File: src/rtl/card_pkg.sv
// Shared types and constants for the card display path: blank code, highest
// legal card code, scheduler FSM states and hand identifiers.
package card_pkg;

  localparam logic [5:0] CARD_BLANK = 6'd63;
  localparam logic [5:0] CARD_MAX   = 6'd12;

  typedef enum logic [1:0] {
    IDLE = 2'd0,
    SHOW = 2'd1,
    GAP  = 2'd2
  } state_e;

  typedef enum logic {
    PLAYER = 1'b0,
    DEALER = 1'b1
  } hand_e;

endpackage

File: src/rtl/card_display_scheduler_dwell_timer.sv
// Reloadable down-counter: load presets CYCLES-1, expire is high on the last
// cycle of each CYCLES-long interval.
module dwell_timer #(
  parameter int unsigned CYCLES = 4
) (
  input  logic clk,
  input  logic rst_n,
  input  logic load,
  output logic expire
);

  localparam int W = $clog2(CYCLES);
  localparam logic [W-1:0] RELOAD = W'(CYCLES - 1);

  logic [W-1:0] cnt_q, cnt_d;

  always_comb begin
    cnt_d = cnt_q;
    if (load) begin
      cnt_d = RELOAD;
    end else if (cnt_q != '0) begin
      cnt_d = cnt_q - W'(1);
    end
  end

  always_ff @(posedge clk or negedge rst_n) begin
    if (!rst_n) begin
      cnt_q <= RELOAD;
    end else begin
      cnt_q <= cnt_d;
    end
  end

  assign expire = (cnt_q == '0);

endmodule

File: src/rtl/card_display_scheduler.sv
// Stores player/dealer card codes from two arbitrated requesters and
// time-shares the single glyph decoder between the hands, one card per dwell.
module card_display_scheduler
  import card_pkg::*;
#(
  parameter int unsigned MAX_CARDS    = 8,
  parameter int unsigned DWELL_CYCLES = 50_000_000
) (
  input  logic                          clk,
  input  logic                          rst_n,
  input  logic                          p_req,
  input  logic [5:0]                    p_card,
  output logic                          p_ack,
  input  logic                          d_req,
  input  logic [5:0]                    d_card,
  output logic                          d_ack,
  input  logic                          clear,
  input  logic                          hide_hole,
  output logic [5:0]                    displayNum,
  output logic                          hand_sel,
  output logic [$clog2(MAX_CARDS)-1:0]  slot_idx,
  output logic [$clog2(MAX_CARDS):0]    p_count,
  output logic [$clog2(MAX_CARDS):0]    d_count,
  output logic                          overflow,
  output state_e                        dbg_state
);

  localparam int SW = $clog2(MAX_CARDS);
  localparam int CW = SW + 1;
  localparam logic [SW-1:0] HOLE_SLOT = SW'(1);

  // Handshake: a requester holds req and card until a one-cycle ack; the card
  // is written on the edge that raises ack, and a side is never re-granted
  // during its own ack cycle, so it may drop req or change card right after.

  state_e          state_q, state_d;
  hand_e           hand_q, hand_d;
  hand_e           last_q, last_d;
  logic [SW-1:0]   slot_q, slot_d;
  logic [5:0]      disp_q, disp_d;
  logic [CW-1:0]   p_count_q, p_count_d, d_count_q, d_count_d;
  logic            p_ack_q, p_ack_d, d_ack_q, d_ack_d, ovf_q, ovf_d;
  logic [5:0]      p_mem_q [MAX_CARDS];
  logic [5:0]      d_mem_q [MAX_CARDS];

  logic            p_elig, d_elig, gnt_p, gnt_d, p_full, d_full;
  logic            wr_en;
  hand_e           wr_hand;
  logic [SW-1:0]   wr_addr;
  logic [5:0]      wr_data;
  logic            expire, timer_load;
  logic [CW-1:0]   cur_cnt, oth_cnt, slot_next;
  hand_e           oth_hand;

  dwell_timer #(.CYCLES(DWELL_CYCLES)) u_dwell (
    .clk    (clk),
    .rst_n  (rst_n),
    .load   (timer_load),
    .expire (expire)
  );

  always_comb begin
    p_elig = p_req && !p_ack_q;
    d_elig = d_req && !d_ack_q;
    gnt_p  = 1'b0;
    gnt_d  = 1'b0;
    if (!clear) begin
      if (p_elig && d_elig) begin
        gnt_p = (last_q == DEALER);
        gnt_d = (last_q == PLAYER);
      end else begin
        gnt_p = p_elig;
        gnt_d = d_elig;
      end
    end
    p_full  = (p_count_q == CW'(MAX_CARDS));
    d_full  = (d_count_q == CW'(MAX_CARDS));
    p_ack_d = gnt_p;
    d_ack_d = gnt_d;
    ovf_d   = (gnt_p && p_full) || (gnt_d && d_full);
    last_d  = last_q;
    if (gnt_p) begin
      last_d = PLAYER;
    end else if (gnt_d) begin
      last_d = DEALER;
    end
    wr_en   = (gnt_p && !p_full) || (gnt_d && !d_full);
    wr_hand = gnt_d ? DEALER : PLAYER;
    wr_addr = gnt_d ? d_count_q[SW-1:0] : p_count_q[SW-1:0];
    wr_data = gnt_d ? d_card : p_card;
    if (clear) begin
      p_count_d = '0;
      d_count_d = '0;
    end else begin
      p_count_d = p_count_q + CW'(gnt_p && !p_full);
      d_count_d = d_count_q + CW'(gnt_d && !d_full);
    end
  end

  always_comb begin
    state_d    = state_q;
    hand_d     = hand_q;
    slot_d     = slot_q;
    oth_hand   = (hand_q == PLAYER) ? DEALER : PLAYER;
    cur_cnt    = (hand_q == DEALER) ? d_count_q : p_count_q;
    oth_cnt    = (hand_q == DEALER) ? p_count_q : d_count_q;
    slot_next  = {1'b0, slot_q} + CW'(1);
    timer_load = clear || (state_q == IDLE) || expire;
    case (state_q)
      IDLE: begin
        if (p_count_q != '0) begin
          state_d = SHOW;
          hand_d  = PLAYER;
          slot_d  = '0;
        end else if (d_count_q != '0) begin
          state_d = SHOW;
          hand_d  = DEALER;
          slot_d  = '0;
        end
      end
      SHOW: begin
        if (expire) begin
          if (slot_next < cur_cnt) begin
            slot_d = slot_q + SW'(1);
          end else begin
            state_d = GAP;
          end
        end
      end
      GAP: begin
        if (expire) begin
          slot_d = '0;
          if (oth_cnt != '0) begin
            state_d = SHOW;
            hand_d  = oth_hand;
          end else if (cur_cnt != '0) begin
            state_d = SHOW;
          end else begin
            state_d = IDLE;
          end
        end
      end
      default: state_d = IDLE;
    endcase
    if (clear) begin
      state_d = IDLE;
      hand_d  = PLAYER;
      slot_d  = '0;
    end
    // Look up from the next state so the shown code changes on the same edge
    // as the slot; hide_hole is re-evaluated every cycle, not latched.
    disp_d = CARD_BLANK;
    if (state_d == SHOW) begin
      if (hand_d == DEALER) begin
        disp_d = (hide_hole && slot_d == HOLE_SLOT) ? CARD_BLANK : d_mem_q[slot_d];
      end else begin
        disp_d = p_mem_q[slot_d];
      end
    end
  end

  always_ff @(posedge clk or negedge rst_n) begin
    if (!rst_n) begin
      state_q   <= IDLE;
      hand_q    <= PLAYER;
      last_q    <= DEALER;
      slot_q    <= '0;
      disp_q    <= CARD_BLANK;
      p_count_q <= '0;
      d_count_q <= '0;
      p_ack_q   <= 1'b0;
      d_ack_q   <= 1'b0;
      ovf_q     <= 1'b0;
    end else begin
      state_q   <= state_d;
      hand_q    <= hand_d;
      last_q    <= last_d;
      slot_q    <= slot_d;
      disp_q    <= disp_d;
      p_count_q <= p_count_d;
      d_count_q <= d_count_d;
      p_ack_q   <= p_ack_d;
      d_ack_q   <= d_ack_d;
      ovf_q     <= ovf_d;
    end
  end

  always_ff @(posedge clk or negedge rst_n) begin
    if (!rst_n) begin
      for (int i = 0; i < MAX_CARDS; i++) begin
        p_mem_q[i] <= '0;
        d_mem_q[i] <= '0;
      end
    end else if (wr_en) begin
      if (wr_hand == DEALER) begin
        d_mem_q[wr_addr] <= wr_data;
      end else begin
        p_mem_q[wr_addr] <= wr_data;
      end
    end
  end

  assign displayNum = disp_q;
  assign hand_sel   = hand_q;
  assign slot_idx   = slot_q;
  assign p_count    = p_count_q;
  assign d_count    = d_count_q;
  assign p_ack      = p_ack_q;
  assign d_ack      = d_ack_q;
  assign overflow   = ovf_q;
  assign dbg_state  = state_q;

endmodule
File: config.mk
export PLATFORM = sky130hd
export DESIGN_NAME = card_display_scheduler
export DESIGN_NICKNAME = d
export VERILOG_FILES = /design/src/rtl/card_pkg.sv /design/src/rtl/card_display_scheduler_dwell_timer.sv /design/src/rtl/card_display_scheduler.sv
export SDC_FILE = /design/constraint.sdc
export NUM_CORES = 1
export LEC_CHECK = 0
export CAP_MARGIN = 20
export CORE_ASPECT_RATIO = 0.8
export CORE_UTILIZATION = 55
export DETAILED_ROUTE_END_ITERATION = 10
export PLACE_DENSITY = 0.75
export SYNTH_ARGS = -nofsm -noshare
export SYNTH_HDL_FRONTEND = slang
export SYNTH_SLANG_ARGS = --single-unit
File: constraint.sdc
create_clock -name clk -period 7.98 [get_ports clk]
set_input_delay 0.798 -clock clk [delete_from_list [all_inputs] [get_ports clk]]
set_output_delay 0.798 -clock clk [all_outputs]
set_load 0.005 [all_outputs]
==> results of run 1 <==
## how the worst min path moves through the flow
stage | end | depth (start not counted) | start
4_1_cts | u_dwell.cnt_q[9] | 1 | rst_n
3_5_place_dp | u_dwell.cnt_q[0] | 1 | u_dwell.cnt_q[0]
5_1_grt | u_dwell.cnt_q[9] | 1 | rst_n
2_1_floorplan | u_dwell.cnt_q[0] | 1 | u_dwell.cnt_q[0]
6_report | u_dwell.cnt_q[9] | 1 | rst_n
3_3_place_gp | u_dwell.cnt_q[0] | 1 | u_dwell.cnt_q[0]
## state kept, by name, summed over array words and instances, names as in the netlist
signal,cells
p_ack,1
u_dwell.cnt_q,26
d_ack,1
d_count,4
hand_sel,1
d_mem_q,48
p_count,4
last_q,1
slot_idx,3
p_mem_q,48
overflow,1
dbg_state,2
displayNum,6
## through the flow
step / total power [mW] / hold WS [ps]
2_1_floorplan: 0.999 / 421
3_3_place_gp: 1.09 / 427
3_5_place_dp: 1.10 / 432
4_1_cts: 1.87 / 439
5_1_grt: 1.94 / 462
6_report: 1.86 / 418
## power breakdown
part	internal [mW]	leakage, nW	switching (mW)
Combinational	0.0948	1.29	0.129
Sequential	0.818	1.90	0.0455
Clock	0.450	0.288	0.323
Total	1.36	3.48	0.498
## cells by family (layout without fill, tap and decap cells)
group / after synthesis / after routing / synth area share
simple gates: 292 / 292 / 0.193
buf+inv: 58 / 96 / 0.0357
xor+xnor: 20 / 20 / 0.0247
flops: 146 / 146 / 0.520
mux: 52 / 52 / 0.0754
compound gates: 163 / 163 / 0.134
fa+ha+maj: 10 / 10 / 0.0177
## placed cells by master (no fill, tap or decap), types with 3 or more instances in the layout
cell / instances
and2_1: 4
xor2_1: 9
nor4_2: 5
and3_1: 5
dfstp_2: 25
nand4_1: 7
a221oi_1: 5
nand2b_1: 6
a32oi_1: 3
clkinv_4: 8
dfrtp_1: 121
buf_4: 9
nand3_1: 20
nand2_1: 115
a21oi_1: 46
mux2i_1: 48
nor4_1: 4
o21ai_0: 78
clkdlybuf4s50_1: 39
nor3_1: 14
inv_1: 11
nor2b_1: 7
clkbuf_16: 17
ha_1: 10
xnor2_1: 11
nand3b_1: 4
or3_1: 4
a22oi_1: 10
nor2_1: 82
## per-layer routing
layer / vias up / global-route usage
met5: - / 0
met4: 0 / 0.0975
met3: 23 / 0.0656
met2: 208 / 0.410
met1: 2748 / 0.411
li1: 2619 / -
## critical path, delay by kind of cell, from the launching register on
family | cells | cell delay [ps]
AOI/OAI and AO/OA | 6 | 1470
DFF | 1 | 710
and+or+nand+nor | 2 | 700
muxes | 2 | 440
buffers and inverters | 2 | 560
adders and majority gates | 1 | 320
## final cells by class
cell class | count | share of cell area
flip-flops and latches | 146 | 0.451
multi-input cells | 537 | 0.387
repair buffers | 50 | 0.0583
clock buffers | 19 | 0.0554
well taps | 171 | 0.0262
clock inverters | 13 | 0.0156
inverters | 14 | 0.00643
==> flow_metrics.tcl, run 1 <==
set metrics [dict create \
    path_cells "mux2i_1, ha_1, o21ai_0, a32oi_1, a2111oi_0, mux2i_1, and2_1, buf_4, inv_2, nor2_1, a22oi_1, a21oi_1, o21ai_1" \
    crit_type "register to register" \
    syn_avg_cell_area_um2 9.56 \
    wirelength_mm 17.4 \
    wl_met1_mm 8.03 \
    vias_per_cell 5.89 \
    grt_max_degree 80 \
    syn-cell-area_um2 7090 \
    cpMostUsedCell "mux2i_1" \
    cp_slowest_cell "dfrtp_1" \
    post-cts-setup-buffers 0 \
    post-route-period-util 0.537 \
    async_reset_ff_frac 1.00 \
    ys_top_cells_by_count "121 x dfrtp_1, 115 x nand2_1, 82 x nor2_1" \
    utilization 0.660 \
    timing.fmax_mhz 234 \
    grt_pass1_wl_mm 28.6 \
    finClkSkew_ps 11.5 \
    arrival_ps 4620 \
    syn_nets 769 \
    dieArea_um2 13300 \
    die-height_um 104 \
    drv_slew 0 \
    startpoint_type "register" \
    path_max_fanout 23 \
    hold_viol_final 0 \
    route.met3.wl_mm 1.21 \
    layoutNonFillerInstCount 950 \
    setup_slack_ps 3700 \
    yosysMostFrequentCell "dfrtp_1" \
    clock_latency_ps 420 \
    p_leak_nw 3.48 \
    cts_buffers 17 \
    synth_seq_cells 146 \
    holdBufCountCts 0 \
    dpl.cell_count 917 \
    endpoint "displayNum[3]" \
    cts_tree "done" \
    hold_path_class "input pin to async pin" \
    cts.htree.levels 4 \
    clk_pin_slew_ps 70 \
    clk_path_buf_depth 2 \
    finalInstanceArea_um2 8170 \
    drive_above_1_share 0.116 \
    finalSetupViolations 0 \
    rr_endpoint "displayNum[3]" \
    r2r_slack_ps 3700 \
    postCtsResizedCells 0 \
    row_count 36 \
    track_usage 0.281 \
    yosysWarnings 0 \
    drt_iter0_markers 472 \
    diodes 0 \
    drc 0 \
    synthTopCellsByArea "dfrtp_1 43%, dfstp_2 9.3%, mux2i_1 7.1%" \
    start_util 0.572 \
    io_buffers 40 \
    vdd_drop_max_mv 0.158 \
    p_per_area_nw_per_um2 228 \
    syn_to_final_growth_pct 15.3 \
    layout_min_cycle_time_ps 4280 \
    placement.setup.worst_slack_ps 3790 \
    fillerInstances 975 \
    grt_pass1_vias 5429 \
    end_kind "register" \
    rsz0062_at_grt "no" \
    synth_top_area_frac 0.427 \
    status "complete, no violations" \
    max_slew.worst_pin.slew_ps 1040 \
    antenna_found_initial 0 \
    clock-root-buffer "clkbuf_16" \
    synth_top_area_cell "dfrtp_1" \
    crit_start "d_count[1]" \
    reg2reg_from "d_count[1]" \
    vias 5598 \
    place_area_um2 7580 \
    timing.max_slew.rel_slack 0.300 \
    globalRouteOverflowTotal 0 \
    final.setup.tns_ps 0 \
    top_layer "met4" \
    worst_r2r_path_depth 13 \
    cts_sinks 146 \
    cp.required_ps 8320 \
    max-cap-violations 0 \
    place.gp.congestion 0.872 \
    ant_nets 0 \
    dp_hpwl_mm 11.9 \
    die_w_um 129 \
    regArea_um2 3680 \
    core_area_um2 12400 \
    syn_inst 741 \
    ys_seq_area_frac 0.520 \
    synth_cell_type_count 60 \
    slowest_delay_ps 710 \
    wl_met2_mm 7.90 \
    firstDrtPassIters 6 \
    wl_per_cell_um 18.3 \
    layout.nets 794 \
    synth-main-ff-cell "dfrtp_1" \
    boundaryPins 41 \
    multi_input_area_um2 3160 \
    synth_edf_count 0 \
]
No activity file was read; power rests on OpenSTA's default activity.
==> inputs of run 2 (changes only) <==
Clock period 7.98 ns to 4 ns, I/O delays scaled along.
==> run 2 against run 1 <==
Via count grew 1.0%. Die area is the same. Final cell count grew 1.7%. First-iteration DRC count grew 7.4%. Non-clock buffer count grew 16. Worst hold slack lost 390 ps. Routed wire length grew 0.19%. Highest routed layer unchanged.
==> flow_metrics.tcl, run 2 (same netlist as run 1, synthesis figures left out) <==
set metrics [dict create \
    top_layer "met4" \
    core_area_um2 12400 \
    drc 0 \
    setup_slack_ps 490 \
    hold_path_class "input pin to async pin" \
    track_usage 0.285 \
    final.setup.tns_ps 0 \
    post-route-period-util 0.878 \
    timing.fmax_mhz 285 \
    power_mw 3.60 \
    end_kind "register" \
    post-cts-setup-buffers 0 \
    holdBufCountCts 0 \
    layout_commonest_cell "dfrtp_1" \
    wl_met1_mm 8.03 \
    vias 5656 \
    hold_viol_final 0 \
    postCtsResizedCells 0 \
    p_leak_nw 3.52 \
    drt_iter0_markers 507 \
    start_util 0.572 \
    die-height_um 104 \
    finClkSkew_ps 7.13 \
    diodes 0 \
    finalSetupViolations 0 \
    p_per_area_nw_per_um2 438 \
    intPower_mw 2.64 \
    drv_slew 0 \
    layout.nets 810 \
    r2r_slack_ps 490 \
    grt_max_degree 93 \
    switching_share 0.266 \
    row_count 36 \
    regArea_um2 3680 \
    fillerInstances 1001 \
    clk_path_buf_depth 2 \
    max-cap-violations 0 \
    wirelength_mm 17.5 \
    wl_met2_mm 7.90 \
    crit_start "slot_idx[0]" \
    multi_input_area_um2 3150 \
    status "complete, no violations" \
    worst_r2r_path_depth 12 \
    firstDrtPassIters 5 \
    power_frac_seq 0.481 \
    rsz0062_at_grt "no" \
    dieArea_um2 13300 \
    reg_top3 "d_mem_q (48), p_mem_q (48), u_dwell.cnt_q (26)" \
    route.met3.wl_mm 1.27 \
    placement.setup.worst_slack_ps 531 \
    vias_per_cell 5.86 \
    globalRouteOverflowTotal 0 \
    crit_type "register to register" \
    ant_nets 0 \
    timing.max_slew.rel_slack 0.436 \
    arrival_ps 3870 \
    place_area_um2 7700 \
    die_w_um 129 \
    grt_pass1_vias 5394 \
    vdd_drop_max_mv 0.316 \
    drive_above_1_share 0.126 \
    clock-root-buffer "clkbuf_16" \
    boundaryPins 41 \
    clock_latency_ps 430 \
    cts_tree "done" \
    io_buffers 40 \
    grt_pass1_wl_mm 28.6 \
    rr_endpoint "displayNum[3]" \
    syn_to_final_growth_pct 16.1 \
    cts_sinks 146 \
    final_cell_mix "121 x dfrtp_1, 115 x nand2_1, 82 x nor2_1, 78 x o21ai_0, 50 x mux2i_1" \
    path_max_fanout 12 \
    cts_buffers 17 \
    wl_per_cell_um 18.1 \
    cp.required_ps 4360 \
    finalInstanceArea_um2 8220 \
    clk_pin_slew_ps 60 \
    cts.htree.levels 4 \
    dp_hpwl_mm 12.2 \
    antenna_found_initial 0 \
    reg2reg_from "slot_idx[0]" \
    pwr-share-clk 0.395 \
    place.gp.congestion 0.925 \
    layout_min_cycle_time_ps 3510 \
    max_slew.worst_pin.slew_ps 846 \
    pwr-share-comb 0.124 \
    p_sw_uw 956 \
    startpoint_type "register" \
]
run 2: layout make-up:
cell class | instances | share of cell area
flip-flops and latches | 146 | 0.448
multi-input cells | 537 | 0.383
repair buffers | 66 | 0.0726
clock buffers | 22 | 0.0565
well taps | 171 | 0.0260
clock inverters | 10 | 0.00746
inverters | 14 | 0.00639
run 2: metrics by stage:
step / hold WS [ps] / utilization / std cells
after floorplan: 104 / - / 741
after global placement: 427 / 0.621 / 934
after detailed placement: 439 / 0.621 / 934
after CTS: 81.4 / 0.664 / 966
after global routing: 89.4 / 0.664 / 966
final: 27.0 / 0.664 / 966
run 2: worst max-delay path by stage:
stage                     slack [ps]  cells after the start             to
after global placement           630                     12  displayNum[4]
after floorplan                  840                     13  displayNum[4]
final                            490                     12  displayNum[3]
after detailed placement         530                     12  displayNum[4]
after CTS                        510                     12  displayNum[3]
after global routing             250                     13  displayNum[3]
run 2: worst max-delay path, cell delays in order, from the launching register on:
cell       delay, ps
dfrtp_1          450
ha_1             340
ha_1             280
o21ai_0          150
a32oi_1          130
a2111oi_0        560
and3b_1          230
a211o_2          300
buf_4            300
mux2i_1          310
a22oi_1          120
a21oi_1          170
o21ai_1           80
run 2: power by group through the flow:
stage | logic [mW] | registers (mW) | clock network [mW]
after floorplan | 0.278 | 1.71 | 0
after global placement | 0.426 | 1.74 | 0
after detailed placement | 0.445 | 1.75 | 0
after CTS | 0.447 | 1.73 | 1.44
after global routing | 0.505 | 1.74 | 1.51
final | 0.446 | 1.73 | 1.42
run 2: per-layer routing:
metal | global-route usage | up-vias
li1 | - | 2650
met1 | 0.418 | 2768
met2 | 0.412 | 215
met3 | 0.0754 | 23
met4 | 0.0916 | 0
met5 | 0 | -
==> inputs of run 3 (changes only) <==
Settings changed: GPL_TIMING_DRIVEN from default to 0.
==> run 3 against run 2 <==
Die area stayed put. Total power grew 8.5%. Sequential power about the same. Core utilization rose by 1.4 points. Worst hold slack better by 420 ps. Clock power rose by 21%. Non-clock buffer count rose by 19. Setup slack worse by 200 ps. Via count grew 1.1%. Final cell count is 2.0% higher. Fmax fell by 5.3%. Global-route usage about the same. Critical path type unchanged.
==> flow_metrics.tcl, run 3 (same netlist as run 1, synthesis figures left out) <==
set metrics [dict create \
    hold_start "u_dwell.cnt_q[0]" \
    layout.nets 829 \
    finClkSkew_ps 6.97 \
    hold_viol_final 0 \
    globalRouteOverflowTotal 0 \
    firstDrtPassIters 5 \
    crit_type "register to register" \
    pwr-share-comb 0.122 \
    max-cap-violations 0 \
    track_usage 0.286 \
    drc 0 \
    hold_path_class "register to register" \
    fillerInstances 969 \
    clock_latency_ps 430 \
    grt_max_degree 84 \
    drv_slew 0 \
    drt_iter0_markers 448 \
    place.gp.congestion 0.881 \
    rr_endpoint "displayNum[0]" \
    cp.required_ps 4280 \
    dieArea_um2 13300 \
    die-height_um 104 \
    reg2reg_from "d_count[1]" \
    regArea_um2 3680 \
    switching_share 0.252 \
    status "complete, no violations" \
    min_to "u_dwell.cnt_q[0]" \
    timing.max_slew.rel_slack 0.373 \
    boundaryPins 41 \
    row_count 36 \
    cts_buffers 17 \
    finalInstanceArea_um2 8400 \
    wl_per_cell_um 17.8 \
    cts.htree.levels 4 \
    holdPathStages 1 \
    drive_above_1_share 0.112 \
    grt_pass1_vias 5611 \
    reg_top3 "d_mem_q (48), p_mem_q (48), u_dwell.cnt_q (26)" \
    cts_tree "done" \
    place_area_um2 7730 \
    clock-root-buffer "clkbuf_16" \
    intPower_mw 2.92 \
    start_util 0.572 \
    max_slew.worst_pin.slew_ps 933 \
    post-route-period-util 0.927 \
    p_leak_nw 3.56 \
    clk_pin_slew_ps 60 \
    vias 5719 \
    core_area_um2 12400 \
    antenna_found_initial 0 \
    cts_sinks 146 \
    die_w_um 129 \
    worst_r2r_path_depth 14 \
    layout_commonest_cell "dfrtp_1" \
    utilization 0.678 \
    clk_path_buf_depth 2 \
    vdd_drop_max_mv 0.378 \
    power_frac_seq 0.438 \
    diodes 0 \
    rsz0062_at_grt "no" \
    startpoint_type "register" \
    grt_pass1_wl_mm 28.6 \
    dp_hpwl_mm 12.4 \
    syn_to_final_growth_pct 18.5 \
    arrival_ps 3980 \
    path_max_fanout 10 \
    layout_min_cycle_time_ps 3710 \
    wirelength_mm 17.5 \
    ant_nets 0 \
    multi_input_area_um2 3160 \
    p_per_area_nw_per_um2 465 \
    vias_per_cell 5.81 \
    p_sw_uw 985 \
    r2r_slack_ps 290 \
    final_cell_mix "121 x dfrtp_1, 115 x nand2_1, 80 x nor2_1, 78 x o21ai_0, 50 x mux2i_1" \
    pwr-share-clk 0.440 \
    io_buffers 40 \
    finalSetupViolations 0 \
    timing.fmax_mhz 270 \
    end_kind "register" \
]
[run 3: timing repair]
action / CTS / global route
setup buffers: 0 / 0
endpoints found under the hold margin: 48 / 0
gates resized for setup: 2 / 6
hold buffers: 1 / 0
setup endpoints to repair: 3 / 6
[run 3: power by group through the flow]
stage | combinational [mW] | sequential (mW) | clock (mW)
final | 0.475 | 1.71 | 1.72
after detailed placement | 0.467 | 1.73 | 0
after global placement | 0.445 | 1.73 | 0
after global routing | 0.532 | 1.73 | 1.80
after floorplan | 0.278 | 1.71 | 0
after CTS | 0.473 | 1.71 | 1.74
[run 3: worst max path at each step]
stage	from	depth (start not counted)	slack, ps	end
6_report	d_count[1]	14	290	displayNum[0]
5_1_grt	d_count[1]	14	40	displayNum[5]
4_1_cts	d_count[2]	14	40	displayNum[2]
3_5_place_dp	d_count[1]	14	-20	displayNum[2]
3_3_place_gp	rst_n	1	-2940	p_mem_q[22]
2_1_floorplan	d_count[1]	13	840	displayNum[4]
[run 3: metal layers]
metal	global-route usage	vias to the layer above	share of wire
li1	-	2699	-
met1	0.409	2810	0.47
met2	0.428	183	0.46
met3	0.0599	27	0.058
met4	0.106	0	0.016
met5	0	-	0
[run 3: metrics by stage]
| stage | cells | power [mW] | hold slack, ps | worst slack [ps] | setup TNS (ps) |
|---|---|---|---|---|---|
| 6_report | 985 | 3.90 | 447 | 293 | 0 |
| 5_1_grt | 985 | 4.06 | 460 | 35.8 | 0 |
| 4_1_cts | 986 | 3.92 | 450 | 40.6 | 0 |
| 3_5_place_dp | 953 | 2.20 | 430 | -24.2 | -24.2 |
| 3_3_place_gp | 952 | 2.17 | 428 | -2940 | -385000 |
| 2_1_floorplan | 741 | 1.99 | 104 | 844 | 0 |
[run 3: critical path, cell delays in order (launching register included)]
cell	delay [ps]
dfrtp_1	460
clkbuf_2	290
mux2i_1	130
ha_1	300
o21ai_0	140
a32oi_1	160
a2111oi_1	570
and3b_1	230
a211o_1	110
buf_6	180
buf_2	320
mux2i_1	290
a22oi_1	100
nand2_1	120
nand3_1	140
[run 3: area by class of cell]
cell class                 count  share of cell area
sequential                   146               0.439
multi-input combinational    537               0.376
clock buffer                  20              0.0556
timing repair buffer          42              0.0523
tap                          171              0.0255
buffer                        43              0.0240
clock inverter                12              0.0213
inverter                      14             0.00626
